==> config.mk <==
export PLATFORM = sky130hd
export DESIGN_NAME = multicycle_controller
export DESIGN_NICKNAME = d
export VERILOG_FILES = /design/src/rtl/multicycle_controller_pkg.sv /design/src/rtl/multicycle_controller_mem_wait_timer.sv /design/src/rtl/multicycle_controller.sv
export SDC_FILE = /design/constraint.sdc
export NUM_CORES = 1
export LEC_CHECK = 0
export CORE_MARGIN = 2
export CORE_UTILIZATION = 43
export DETAILED_ROUTE_END_ITERATION = 8
export PLACE_DENSITY = 0.74
export SYNTH_ARGS = -nofsm -noshare
export SYNTH_HDL_FRONTEND = slang
export SYNTH_SLANG_ARGS = --single-unit
==> constraint.sdc <==
create_clock -name clk -period 2.2 [get_ports clk]
set_input_delay 0.55 -clock clk [delete_from_list [all_inputs] [get_ports clk]]
set_output_delay 0.55 -clock clk [all_outputs]
set_load 0.01 [all_outputs]
==> src/rtl/multicycle_controller_pkg.sv <==
// Shared encodings for the multicycle control FSM:
// states, opcodes, mux selects and small decode helpers.
package multicycle_controller_pkg;

    typedef enum logic [3:0] {
        S_FETCH    = 4'd0,
        S_DECODE   = 4'd1,
        S_EXECUTE  = 4'd2,
        S_ALUWB    = 4'd3,
        S_MEMADR   = 4'd4,
        S_MEMREAD  = 4'd5,
        S_MEMWB    = 4'd6,
        S_MEMWRITE = 4'd7,
        S_BRANCH   = 4'd8,
        S_FAULT    = 4'd9
    } state_e;

    localparam logic [2:0] OP_ADD = 3'b000;
    localparam logic [2:0] OP_SUB = 3'b001;
    localparam logic [2:0] OP_MOV = 3'b010;
    localparam logic [2:0] OP_CMP = 3'b011;
    localparam logic [2:0] OP_LDR = 3'b100;
    localparam logic [2:0] OP_STR = 3'b101;
    localparam logic [2:0] OP_BEQ = 3'b110;
    localparam logic [2:0] OP_B   = 3'b111;

    localparam logic [1:0] SRCA_PC   = 2'b00;
    localparam logic [1:0] SRCA_REG  = 2'b01;
    localparam logic [1:0] SRCA_ZERO = 2'b10;

    localparam logic [1:0] SRCB_REG  = 2'b00;
    localparam logic [1:0] SRCB_IMM  = 2'b01;
    localparam logic [1:0] SRCB_FOUR = 2'b10;

    localparam logic [1:0] RES_ALUOUT = 2'b00;
    localparam logic [1:0] RES_MEM    = 2'b01;
    localparam logic [1:0] RES_ALU    = 2'b10;

    localparam logic ALU_ADD = 1'b0;
    localparam logic ALU_SUB = 1'b1;

    function automatic logic is_sub(input logic [2:0] op);
        return (op == OP_SUB) || (op == OP_CMP);
    endfunction

    function automatic logic is_wait(input state_e s);
        return (s == S_FETCH) || (s == S_MEMREAD) || (s == S_MEMWRITE);
    endfunction

endpackage

==> src/rtl/multicycle_controller_mem_wait_timer.sv <==
// Counts consecutive memory wait cycles; flags the cycle that
// would be the TIMEOUT-th consecutive low MemReady cycle.
module mem_wait_timer #(
    parameter int unsigned TIMEOUT = 15
) (
    input  logic clk,
    input  logic reset,
    input  logic clr,
    input  logic en,
    output logic timeout
);

    logic [7:0] cnt_q;
    logic [7:0] cnt_d;

    always_comb begin
        cnt_d = cnt_q;
        if (clr) begin
            cnt_d = 8'd0;
        end else if (en) begin
            cnt_d = cnt_q + 8'd1;
        end
    end

    // cnt_q holds earlier low cycles, so this one makes TIMEOUT
    assign timeout = en && (cnt_q == 8'(TIMEOUT - 1));

    always_ff @(posedge clk or posedge reset) begin
        if (reset) begin
            cnt_q <= 8'd0;
        end else begin
            cnt_q <= cnt_d;
        end
    end

endmodule

==> src/rtl/multicycle_controller.sv <==
// Multicycle control FSM sequencing the shared ALU, register file
// and unified memory, with zero flag and memory wait timeout.
module multicycle_controller
    import multicycle_controller_pkg::*;
#(
    parameter int unsigned MEM_TIMEOUT = 15
) (
    input  logic       clk,
    input  logic       reset,
    input  logic [2:0] InstrCode,
    input  logic       ALUFlags,
    input  logic       MemReady,
    output logic       PCWrite,
    output logic       IRWrite,
    output logic       MemRead,
    output logic       MemWrite,
    output logic       AdrSrc,
    output logic       RegWrite,
    output logic [1:0] ALUSrcA,
    output logic [1:0] ALUSrcB,
    output logic [1:0] ResultSrc,
    output logic       ALUControl,
    output logic       ZFlag,
    output logic       Fault
);

    state_e state_q;
    state_e state_d;
    logic   zflag_q;
    logic   zflag_d;
    logic   wait_en;
    logic   wait_clr;
    logic   timeout;

    assign wait_en  = is_wait(state_q) && !MemReady;
    assign wait_clr = (state_d != state_q);

    mem_wait_timer #(
        .TIMEOUT(MEM_TIMEOUT)
    ) u_timer (
        .clk    (clk),
        .reset  (reset),
        .clr    (wait_clr),
        .en     (wait_en),
        .timeout(timeout)
    );

    always_comb begin
        state_d = state_q;
        zflag_d = zflag_q;
        case (state_q)
            S_FETCH: begin
                if (MemReady)     state_d = S_DECODE;
                else if (timeout) state_d = S_FAULT;
            end
            S_DECODE: begin
                case (InstrCode)
                    OP_LDR, OP_STR: state_d = S_MEMADR;
                    OP_BEQ, OP_B:   state_d = S_BRANCH;
                    default:        state_d = S_EXECUTE;
                endcase
            end
            S_EXECUTE: begin
                if (is_sub(InstrCode)) zflag_d = ALUFlags;
                state_d = (InstrCode == OP_CMP) ? S_FETCH : S_ALUWB;
            end
            S_ALUWB: state_d = S_FETCH;
            S_MEMADR: begin
                state_d = (InstrCode == OP_STR) ? S_MEMWRITE : S_MEMREAD;
            end
            S_MEMREAD: begin
                if (MemReady)     state_d = S_MEMWB;
                else if (timeout) state_d = S_FAULT;
            end
            S_MEMWB: state_d = S_FETCH;
            S_MEMWRITE: begin
                if (MemReady)     state_d = S_FETCH;
                else if (timeout) state_d = S_FAULT;
            end
            S_BRANCH: state_d = S_FETCH;
            S_FAULT:  state_d = S_FAULT;
            default:  state_d = S_FETCH;
        endcase
    end

    always_comb begin
        PCWrite    = 1'b0;
        IRWrite    = 1'b0;
        MemRead    = 1'b0;
        MemWrite   = 1'b0;
        AdrSrc     = 1'b0;
        RegWrite   = 1'b0;
        ALUSrcA    = SRCA_PC;
        ALUSrcB    = SRCB_REG;
        ResultSrc  = RES_ALUOUT;
        ALUControl = ALU_ADD;
        Fault      = 1'b0;
        case (state_q)
            S_FETCH: begin
                MemRead   = 1'b1;
                ALUSrcB   = SRCB_FOUR;
                ResultSrc = RES_ALU;
                IRWrite   = MemReady;
                PCWrite   = MemReady;
            end
            S_EXECUTE: begin
                ALUSrcA    = SRCA_REG;
                ALUControl = is_sub(InstrCode) ? ALU_SUB : ALU_ADD;
            end
            S_ALUWB:  RegWrite = 1'b1;
            S_MEMADR: begin
                ALUSrcA = SRCA_REG;
                ALUSrcB = SRCB_IMM;
            end
            S_MEMREAD: begin
                MemRead = 1'b1;
                AdrSrc  = 1'b1;
            end
            S_MEMWB: begin
                RegWrite  = 1'b1;
                ResultSrc = RES_MEM;
            end
            S_MEMWRITE: begin
                MemWrite = 1'b1;
                AdrSrc   = 1'b1;
            end
            S_BRANCH: begin
                ALUSrcB   = SRCB_IMM;
                ResultSrc = RES_ALU;
                PCWrite   = (InstrCode == OP_B) ||
                            ((InstrCode == OP_BEQ) && zflag_q);
            end
            S_FAULT:  Fault = 1'b1;
            default:  ;
        endcase
        // Strobes must be quiet for the whole reset pulse, not just after the edge
        if (reset) begin
            PCWrite    = 1'b0;
            IRWrite    = 1'b0;
            MemRead    = 1'b0;
            MemWrite   = 1'b0;
            AdrSrc     = 1'b0;
            RegWrite   = 1'b0;
            ALUSrcA    = SRCA_PC;
            ALUSrcB    = SRCB_REG;
            ResultSrc  = RES_ALUOUT;
            ALUControl = ALU_ADD;
            Fault      = 1'b0;
        end
    end

    assign ZFlag = zflag_q;

    always_ff @(posedge clk or posedge reset) begin
        if (reset) begin
            state_q <= S_FETCH;
            zflag_q <= 1'b0;
        end else begin
            state_q <= state_d;
            zflag_q <= zflag_d;
        end
    end

endmodule

==> flow_summary_export.csv <==
group,metric,value,unit
placement,hpwl,2.259,mm
sta,rsz0062_at_grt,"false",
clocking,cts_max_level,1,
global_route,busiest_layer,"met2",
sta,finalHoldViolCount,0,
placement,placed_cell_area,1535,um2
drt,ant_nets,0,
floorplan,coreArea,2522,um2
logic_synthesis,synth_nets,140,
drt,wl,2.967,mm
global_route,antenna_found_initial,0,
power_and_ir_drop,power_density,939.0,nW/um2
global_route,grt_max_degree,17,
final_layout,diodes,0,
floorplan,placementRows,18,
global_route,met1_usage,0.3006,
sta,drv_slew,0,
floorplan,die_w,56.08,um
drt,vias_per_cell,5.594,
clocking,cts_buffers,3,
power_and_ir_drop,p_leak,0.0006533,uW
worst_setup_path,timing.rr.start,"state_q[0]",
worst_setup_path,path_class,"input pin to flip-flop",
drt,num_vias,1130,
worst_hold_path,min_path_type,"input pin to asynchronous set/reset pin",
drt,drt_iter0_markers,37,
clocking,cts.clk_slew.worst_paths,80,ps
run,cap_viol_max_count,0,
worst_setup_path,cp.arrival,2300,ps
worst_setup_path,critPathBufInv,1,
power_and_ir_drop,p_total,1478,uW
logic_synthesis,avgSynthCellArea,8.902,um2
floorplan,start_util,0.4623,
worst_setup_path,cp-start-kind,"input pin",
worst_setup_path,timing.rr.end,"u_timer.cnt_q[1]",
clocking,clk_latency,280,ps
final_layout,final_layout_size_suffix_gt1_frac,0.3605,
placement,port_buffers,20,
clocking,cts_tree,"yes",
floorplan,die_y,56.08,um
logic_synthesis,async_flop_share,1.000,
drt,wl_per_cell,14.69,um
final_layout,seq_area,326.6,um2
logic_synthesis,synthDistinctLibCells,45,
sta,finClkSkew,7.403,ps
clocking,cts.sinks,13,
worst_setup_path,crit_slowest_cell,"or4_4",
final_layout,n_fill_cell,219,
outcome,run_status,"completed",
sta,timing.fmax,471.3,MHz
global_route,grt_pass1_vias,1097,
final_layout,final_cells,202,
global_route,grt_pass1_wl,5.250,mm
global_route,grtUsageTotal,0.2056,
worst_setup_path,slowest_delay,640,ps
logic_synthesis,syn_area,1166,um2
worst_setup_path,reg2regPathDepth,6,
logic_synthesis,synth_seq_cells,13,
final_layout,final_area,1574,um2
placement,place_congestion,0.8866,
final_layout,utilization,0.6240,
clocking,cts_hold_buf,0,
global_route,use_met2,0.3193,
power_and_ir_drop,ir_drop,0.7109,mV
worst_setup_path,end_kind,"flip-flop",
logic_synthesis,synth-seq-area-share,0.2790,
clocking,clockBufferDepth,2,
sta,setup_tns,0,ps
placement,numPlacedInstances,195,
clocking,cts_root_buffer,"clkbuf_4",
drt,dr.pass1.iters,4,
global_route,grtUsageMet3,0.03721,
floorplan,dieArea,3144,um2
logic_synthesis,yosysWarnings,0,
logic_synthesis,ys.flop_type,"dfrtp_1",
worst_setup_path,reg2reg_slack,150,ps
worst_setup_path,cp-endpoint,"u_timer.cnt_q[1]",
final_layout,num-nets-final,182,
worst_setup_path,path_cells,"clkdlybuf4s50_1, or4_4, o211ai_1, o211ai_2, a2111oi_2",
drt,drc_errors,0,
worst_setup_path,cp-startpoint,"MemReady",
final_layout,syn_to_final_growth,34.98,%
global_route,gr-total-overflow,0,
final_layout,multiInputGateArea,783.3,um2
worst_setup_path,critPathTopFamily,"simple AND/OR/NAND/NOR gates",
sta,fin_crit_sh,0.9645,
sta,setup_viol_count_final,0,
logic_synthesis,synth-edff-count,0,
logic_synthesis,synth_cells,131,
floorplan,num_io_pins,22,
worst_setup_path,critPathRequiredTime,2370,ps
worst_setup_path,crit_fanout,8,
worst_setup_path,path_depth,5,
sta,final.min_clock_period,2122,ps
-- per-stage QoR --
step / setup WS, ps / hold slack [ps]
floorplan: 67.11 / 546.7
global placement: -332.0 / 552.4
detailed placement: -377.9 / 564.6
CTS: -9.121 / 563.7
global route: 0.3721 / 593.2
finish: 78.17 / 559.6
-- area by class of cell --
cell class,count,share of cell area
sequential,13,0.2075
tap,30,0.02385
timing repair buffer,48,0.2377
inverter,7,0.01669
multi-input combinational,100,0.4976
clock buffer,4,0.01669
-- cells in the final DEF, fill, tap and decap left out, types with 4 or more instances in the layout --
| cell | n |
|---|---|
| nor3_1 | 7 |
| clkdlybuf4s50_1 | 5 |
| nor2_1 | 5 |
| dfrtp_1 | 12 |
| nand2b_1 | 5 |
| nor4_1 | 5 |
| buf_2 | 6 |
| nand2_1 | 8 |
| xnor2_1 | 9 |
| dlygate4sd2_1 | 6 |
| a211oi_1 | 4 |
| nor2b_1 | 4 |
| inv_1 | 7 |
| buf_4 | 26 |
-- tightest hold or removal path, cell delays in order --
cell and delay, ps:
dlygate4sd2_1 260, buf_6 130, inv_1 60, buf_4 210
-- cells by family after synthesis --
family,after synthesis,synth area share
AND/OR/NAND/NOR,60,0.3133
AO/OA/AOI/OAI,26,0.2157
buffers and inverters,18,0.08154
flip-flops,13,0.2790
XOR/XNOR,9,0.06760
adder cells (fa/ha/maj),2,0.02146
multiplexers,2,0.01824
other,1,0.003216
-- Yosys cell counts (all sizes together), types with 2 or more instances --
cell type   n  share of area
clkbuf      6          0.019
buf         5          0.040
nand4       2          0.011
or2         3          0.016
a21o        2          0.013
or3         2          0.011
o211ai      3          0.024
nor2        6          0.019
inv         7          0.023
a211oi      4          0.026
xnor2       9          0.068
nor3       10          0.057
nor4        6          0.032
ha          2          0.021
nand2b      5          0.027
nor2b       5          0.027
nand4b      2          0.015
dfrtp      13           0.28
a211o       2          0.015
nand2       8          0.026
a21oi       3          0.023
nand3b      3          0.019
a31oi       2          0.011
a2111oi     5          0.070
o21a        2          0.013
and3        3          0.016
-- power by group --
group,switching (uW),internal (uW),leakage (uW)
combinational,494,484,0.000464
sequential,60.6,286,0.000175
clock,82.0,70.4,0.0000150
-- metal layers --
metal | up-vias | wire, um
met5 | - | 0
met4 | 0 | 23
met3 | 4 | 78
met2 | 17 | 1453
met1 | 543 | 1412
li1 | 566 | -
-- worst min-delay path by stage --
stage                                  end  slack [ps]  cells after the start        startpoint
after floorplan           u_timer.cnt_q[3]         550                      2  u_timer.cnt_q[3]
after global placement               ZFlag         550                      1             ZFlag
after detailed placement             ZFlag         560                      1             ZFlag
after CTS                            ZFlag         560                      4             reset
after global routing                 ZFlag         590                      1             ZFlag
final                     u_timer.cnt_q[7]         560                      4             reset
-- state kept, by name, indices dropped and copies added (netlist names) --
name           cells
state_q            4
ZFlag              1
u_timer.cnt_q      8
-- what timing repair did --
item | in CTS | in global routing
pin swaps | 0 | 1
setup buffers | 3 | 0
resized for setup | 45 | 8
endpoints found under the setup margin | 13 | 5
Note: power is estimated with default switching activity, not from simulation.
